### config.mk
export PLATFORM = sky130hd
export DESIGN_NAME = mips32_mem_arbiter
export DESIGN_NICKNAME = d
export VERILOG_FILES = /design/src/rtl/mips32_pkg.sv /design/src/rtl/mips32_arb_prio.sv /design/src/rtl/mips32_mem_arbiter.sv
export SDC_FILE = /design/constraint.sdc
export NUM_CORES = 1
export LEC_CHECK = 0
export ABC_AREA = 0
export ABC_CLOCK_PERIOD_IN_PS = 2080
export CAP_MARGIN = 0
export CORE_MARGIN = 4
export CORE_UTILIZATION = 32
export DETAILED_ROUTE_END_ITERATION = 6
export PLACE_DENSITY_LB_ADDON = 0.2
export SLEW_MARGIN = 0
export SYNTH_ARGS = -nofsm -noshare
export SYNTH_HDL_FRONTEND = slang
export SYNTH_SLANG_ARGS = --single-unit
export TNS_END_PERCENT = 100
### constraint.sdc
create_clock -name clk -period 2.08 [get_ports clk]
set_clock_uncertainty 0.1 [all_clocks]
set_input_delay 0.52 -clock clk [delete_from_list [all_inputs] [get_ports clk]]
set_output_delay 0.52 -clock clk [all_outputs]
set_load 0.02 [all_outputs]
### src/rtl/mips32_pkg.sv
// Shared definitions for the MIPS32 memory arbiter slice.
package mips32_pkg;

  localparam int DEF_ADDR_W = 10;
  localparam int DEF_DATA_W = 32;

  typedef enum logic [1:0] {
    REQ_IF   = 2'd0,
    REQ_DATA = 2'd1,
    REQ_DBG  = 2'd2,
    REQ_NONE = 2'd3
  } req_id_t;

  typedef enum logic {
    IDLE = 1'b0,
    BUSY = 1'b1
  } arb_state_t;

endpackage

### src/rtl/mips32_arb_prio.sv
// Three-way fixed-priority pick (DBG > DATA > IF) with an IF boost that lets a
// starved fetch beat DATA once, and a debug lock that masks IF and DATA.
module mips32_arb_prio
  import mips32_pkg::*;
(
  input  logic if_req,
  input  logic d_req,
  input  logic dbg_req,
  input  logic dbg_lock,
  input  logic if_boost,
  output logic if_win,
  output logic d_win,
  output logic dbg_win
);

  logic pipe_ok;

  // DBG always wins; IF and DATA compete only when DBG is quiet and not locking.
  always_comb begin
    pipe_ok = !dbg_req && !dbg_lock;
    dbg_win = dbg_req;
    d_win   = pipe_ok && d_req && !(if_boost && if_req);
    if_win  = pipe_ok && if_req && (!d_req || if_boost);
  end

endmodule

### src/rtl/mips32_mem_arbiter.sv
// Shares one fixed-latency memory between IF, DATA and DBG requesters with a
// single access in flight; a new grant may overlap the completing cycle.
module mips32_mem_arbiter
  import mips32_pkg::*;
#(
  parameter int ADDR_W     = DEF_ADDR_W,
  parameter int DATA_W     = DEF_DATA_W,
  parameter int MEM_LAT    = 1,
  parameter int STARVE_MAX = 4
) (
  input  logic              clk,
  input  logic              rst,
  input  logic              if_req,
  input  logic [ADDR_W-1:0] if_addr,
  output logic              if_gnt,
  output logic              if_rvalid,
  input  logic              d_req,
  input  logic              d_we,
  input  logic [ADDR_W-1:0] d_addr,
  input  logic [DATA_W-1:0] d_wdata,
  output logic              d_gnt,
  output logic              d_rvalid,
  input  logic              dbg_req,
  input  logic              dbg_we,
  input  logic [ADDR_W-1:0] dbg_addr,
  input  logic [DATA_W-1:0] dbg_wdata,
  input  logic              dbg_lock,
  output logic              dbg_gnt,
  output logic              dbg_rvalid,
  output logic [DATA_W-1:0] rdata,
  output logic              mem_en,
  output logic              mem_we,
  output logic [ADDR_W-1:0] mem_addr,
  output logic [DATA_W-1:0] mem_wdata,
  input  logic [DATA_W-1:0] mem_rdata
);

  localparam int LAT_W = $clog2(MEM_LAT + 1);
  localparam int STV_W = $clog2(STARVE_MAX + 1);

  arb_state_t        state, state_nxt;
  logic [LAT_W-1:0]  lat_cnt, lat_cnt_nxt;
  req_id_t           owner, owner_nxt;
  logic              owner_we, owner_we_nxt;
  logic [STV_W-1:0]  starve_cnt, starve_cnt_nxt;
  logic [DATA_W-1:0] rdata_q;
  logic              last_cycle, grant_ok, if_boost;
  logic              if_win, d_win, dbg_win;

  assign last_cycle = (state == BUSY) && (lat_cnt == LAT_W'(1));
  assign grant_ok   = (state == IDLE) || last_cycle;
  assign if_boost   = (starve_cnt == STV_W'(STARVE_MAX));

  mips32_arb_prio u_prio (
    .if_req   (if_req),
    .d_req    (d_req),
    .dbg_req  (dbg_req),
    .dbg_lock (dbg_lock),
    .if_boost (if_boost),
    .if_win   (if_win),
    .d_win    (d_win),
    .dbg_win  (dbg_win)
  );

  // Registers the access in flight, the starvation count and the last read word.
  always_ff @(posedge clk or posedge rst) begin
    if (rst) begin
      state      <= IDLE;
      lat_cnt    <= '0;
      owner      <= REQ_NONE;
      owner_we   <= 1'b0;
      starve_cnt <= '0;
      rdata_q    <= '0;
    end else begin
      state      <= state_nxt;
      lat_cnt    <= lat_cnt_nxt;
      owner      <= owner_nxt;
      owner_we   <= owner_we_nxt;
      starve_cnt <= starve_cnt_nxt;
      if (last_cycle && !owner_we) begin
        rdata_q <= mem_rdata;
      end
    end
  end

  // Completion strobes, grant/memory mux from the winner, and next-state logic.
  always_comb begin
    state_nxt      = state;
    lat_cnt_nxt    = lat_cnt;
    owner_nxt      = owner;
    owner_we_nxt   = owner_we;
    starve_cnt_nxt = starve_cnt;
    if_gnt         = 1'b0;
    d_gnt          = 1'b0;
    dbg_gnt        = 1'b0;
    if_rvalid      = 1'b0;
    d_rvalid       = 1'b0;
    dbg_rvalid     = 1'b0;
    rdata          = rdata_q;
    mem_en         = 1'b0;
    mem_we         = 1'b0;
    mem_addr       = '0;
    mem_wdata      = '0;

    if (state == BUSY) begin
      if (last_cycle) begin
        case (owner)
          REQ_IF:   if_rvalid  = 1'b1;
          REQ_DATA: d_rvalid   = 1'b1;
          REQ_DBG:  dbg_rvalid = 1'b1;
          default:  ;
        endcase
        if (!owner_we) begin
          rdata = mem_rdata;
        end
        state_nxt    = IDLE;
        lat_cnt_nxt  = '0;
        owner_nxt    = REQ_NONE;
        owner_we_nxt = 1'b0;
      end else begin
        lat_cnt_nxt = lat_cnt - LAT_W'(1);
      end
    end

    if (grant_ok) begin
      if (dbg_win) begin
        dbg_gnt      = 1'b1;
        mem_we       = dbg_we;
        mem_addr     = dbg_addr;
        mem_wdata    = dbg_wdata;
        owner_nxt    = REQ_DBG;
        owner_we_nxt = dbg_we;
      end else if (d_win) begin
        d_gnt        = 1'b1;
        mem_we       = d_we;
        mem_addr     = d_addr;
        mem_wdata    = d_wdata;
        owner_nxt    = REQ_DATA;
        owner_we_nxt = d_we;
      end else if (if_win) begin
        if_gnt       = 1'b1;
        mem_addr     = if_addr;
        owner_nxt    = REQ_IF;
        owner_we_nxt = 1'b0;
      end
      if (dbg_win || d_win || if_win) begin
        mem_en      = 1'b1;
        state_nxt   = BUSY;
        lat_cnt_nxt = LAT_W'(MEM_LAT);
      end
    end

    if (!dbg_lock) begin
      if (!if_req || if_gnt) begin
        starve_cnt_nxt = '0;
      end else if ((d_gnt || dbg_gnt) && (starve_cnt != STV_W'(STARVE_MAX))) begin
        starve_cnt_nxt = starve_cnt + STV_W'(1);
      end
    end
  end

endmodule

==> flow_metrics.tcl <==
set metrics [dict create \
    yosysTopAreaCell "dfrtp_1" \
    dr.pass1.iters 4 \
    area_growth_pct 131.3 \
    ys_warn_count 0 \
    power_switching_w 0.003007 \
    crit_type "reg2out" \
    async_flop_share_pct 100.0 \
    synth_edf_count 0 \
    crit_buf_inv 3 \
    layout.nets 690 \
    drcViolationCount 0 \
    avgSynthCellArea_um2 10.16 \
    synth_area_um2 2967 \
    synth_top_flop_cell "dfrtp_1" \
    vias_per_cell 5.375 \
    end_kind "primary output" \
    worstPathArrival_ns 1.85 \
    drtIter0Drc 96 \
    postCtsHoldBufs 0 \
    grt_pass1_vias 3828 \
    synth_compound_area_share_pct 19.82 \
    synth-xor-area-share_pct 0 \
    wl_per_cell_um 21.43 \
    min_path_cells 1 \
    core-area_um2 8891 \
    tritoncts "built" \
    r2r_setup_slack_ns 0.14 \
    h-tree-depth 2 \
    holdWs_ns 0.4012 \
    die_y_um 104.3 \
    power_w 0.007688 \
    diodes 0 \
    insertion_delay_ns 0.29 \
    status "finished, violations left" \
    powerDensity_nw_per_um2 1120 \
    hp-start "rdata_q[27]$_DFFE_PP0P_" \
    finalHoldViolCount 0 \
    synth-adder-area-share_pct 1.687 \
    synth_top_family_by_area "multiplexers" \
    antenna_found_initial 0 \
    synthMuxAreaShare_pct 24.97 \
    netlist.area_leader.share_pct 32.05 \
    seqPwrFrac_pct 18.1 \
    crit_fanout 7 \
    p_clk_share_pct 8.8 \
    dp_hpwl_um 9269 \
    grt.overflow.total 0 \
    place_congestion 0.8147 \
    crit_required_ns 1.46 \
    leakagePower_nw 2.898 \
    cts_root_buf "clkbuf_8" \
    start_kind "register" \
    fin_cells 661 \
    fin_crit_sh_pct 118.5 \
    max_freq_ghz 0.4057 \
    max_stage_delay_ns 0.40 \
    violations "setup timing" \
    grt_pass1_wl_um 20780 \
    cts.sinks 40 \
    syn_nets 430 \
    crit_slowest_cell "dfrtp_1" \
    route.vias.total 3553 \
    start_util_pct 33.37 \
    drive_gt1_share_pct 60.58 \
    ys_types 43 \
    rows 34 \
    rsz0062_at_grt "true" \
    fp.dieW_um 104.3 \
    critPathTopFamily "buffers and inverters" \
    path_clk_slew_ns 0.07 \
    maxCapViolCount 0 \
    port_buffers 215 \
    dieArea_um2 10880 \
    clk_path_buf_depth 2 \
    grt_max_degree 41 \
    yosys.area_share.simple_pct 10.63 \
    internal-power_w 0.004682 \
    pin_count 216 \
    setup_slack_ns -0.3852 \
    dpl.cell_count 628 \
    antenna_left 0 \
    period_needed_ns 2.465 \
    postRouteWirelength_um 14170 \
    reg2reg_depth 6 \
    grtUsageTotal_pct 23.65 \
    ys_top_cells_by_area "dfrtp_1 32%, mux2_2 24%, a32oi_1 10%" \
    timing.rr.end "starve_cnt[2]$_DFFE_PP0P_" \
    switching_share_pct 39.11 \
    numCtsBuffers 5 \
    min_to "rdata_q[27]$_DFFE_PP0P_" \
    r2r_start "state$_DFF_PP0_" \
    slew_headroom_pct 73.98 \
    synth.most_common_cell "mux2_2" \
    syn_inst 292 \
    ys_seq_area_share_pct 33.83 \
    ys_ff_latch 40 \
    synth_common_cells "62 x mux2_2, 38 x dfrtp_1, 35 x nor2_1" \
    hold_path_class "reg2reg" \
    ir_drop_mv 0.5574 \
    maxSlewViolCount 0 \
    cp_cell_sequence "inv_2, ha_4, nand3_4, buf_6, a32oi_2, nor2_1, buf_4" \
    comb_power_share_pct 73.1 \
    worstMarginPinSlew_ns 0.3903 \
    setup_viol 77 \
]
[area by class of cell]
type / count / area, um2
repair buffers: 284 / 3062
well taps: 108 / 135.1
inverters: 19 / 72.57
fillers: 562 / 2028
clock inverters: 2 / 38.79
multi-input cells: 202 / 2469
flip-flops and latches: 40 / 1003
clock buffers: 6 / 82.58
[cells by family after synthesis]
| kind of cell | after synthesis |
|---|---|
| DFF | 40 |
| and+or+nand+nor | 62 |
| buffers and inverters | 51 |
| muxes | 66 |
| adders and majority gates | 4 |
| AOI/OAI and AO/OA | 69 |
[layout by cell type (no fill, tap or decap), drive strengths merged, types with 2 or more instances in the layout]
| cell type | synthesis | routed |
|---|---|---|
| a21oi | 5 | 5 |
| nand2 | 3 | 3 |
| clkbuf | 6 | 9 |
| inv | 18 | 18 |
| o22ai | 2 | 2 |
| a32oi | 34 | 34 |
| clkdlybuf4s50 | 0 | 129 |
| mux2i | 2 | 2 |
| ha | 4 | 4 |
| dfrtp | 38 | 38 |
| mux2 | 64 | 64 |
| dfstp | 2 | 2 |
| o211ai | 2 | 2 |
| clkinv | 1 | 2 |
| nor3b | 4 | 4 |
| a221oi | 9 | 9 |
| nand2b | 2 | 2 |
| a41oi | 9 | 9 |
| a211oi | 2 | 2 |
| nor2 | 35 | 35 |
| nand3 | 13 | 14 |
| buf | 26 | 150 |
[sequential cells by signal (all words and copies together) (netlist names)]
register and cells:
lat_cnt 1, owner_we 1, state 1, owner 2, starve_cnt 3, rdata_q 32
[stage by stage]
step / instance area [um2] / setup slack (ns) / TNS [ns] / utilization, %
finish: 6863 / -0.3852 / -23.69 / 77.19
global route: 6863 / -0.4461 / -29.28 / 77.19
CTS: 6484 / -0.3632 / -23.40 / 72.92
detailed placement: 5685 / -1.065 / -56.82 / 63.95
floorplan: 3198 / -0.05021 / -0.1841 / -
global placement: 5685 / -0.9968 / -54.78 / 63.95
[worst max-delay path by stage]
stage / from / end / slack, ns / depth (start not counted)
after CTS: starve_cnt[1]$_DFFE_PP0P_ / mem_wdata[14] / -0.36 / 7
after detailed placement: dbg_lock / mem_addr[0] / -1.06 / 6
final: starve_cnt[1]$_DFFE_PP0P_ / mem_we / -0.39 / 7
after global routing: starve_cnt[1]$_DFFE_PP0P_ / mem_we / -0.45 / 7
after floorplan: if_req / mem_addr[4] / -0.05 / 5
after global placement: d_req / mem_addr[0] / -1.0 / 5
[power groups by stage]
stage | Combinational, W | Sequential, W | Clock [W]
4_1_cts | 0.00501 | 0.00137 | 0.000694
3_3_place_gp | 0.00450 | 0.00134 | 0
5_1_grt | 0.00589 | 0.00145 | 0.000733
6_report | 0.00562 | 0.00139 | 0.000676
3_5_place_dp | 0.00457 | 0.00136 | 0
2_1_floorplan | 0.00261 | 0.00130 | 0
[per-layer routing]
layer / global-route usage, % / vias to the layer above / wire length (um)
met4: 6.458 / 0 / 414
met3: 6.331 / 37 / 783
met1: 27.49 / 1737 / 5494
li1: - / 1641 / -
met2: 42.57 / 138 / 7473
met5: 0 / - / 0
[timing repair]
| item | CTS | global route |
|---|---|---|
| pin swaps | 40 | 19 |
| buffers inserted | 14 | 1 |
| resized for setup | 540 | 77 |
| cloned | 9 | 3 |
| endpoints found under the setup margin | 82 | 82 |
Power figures use the tool's default switching activity.
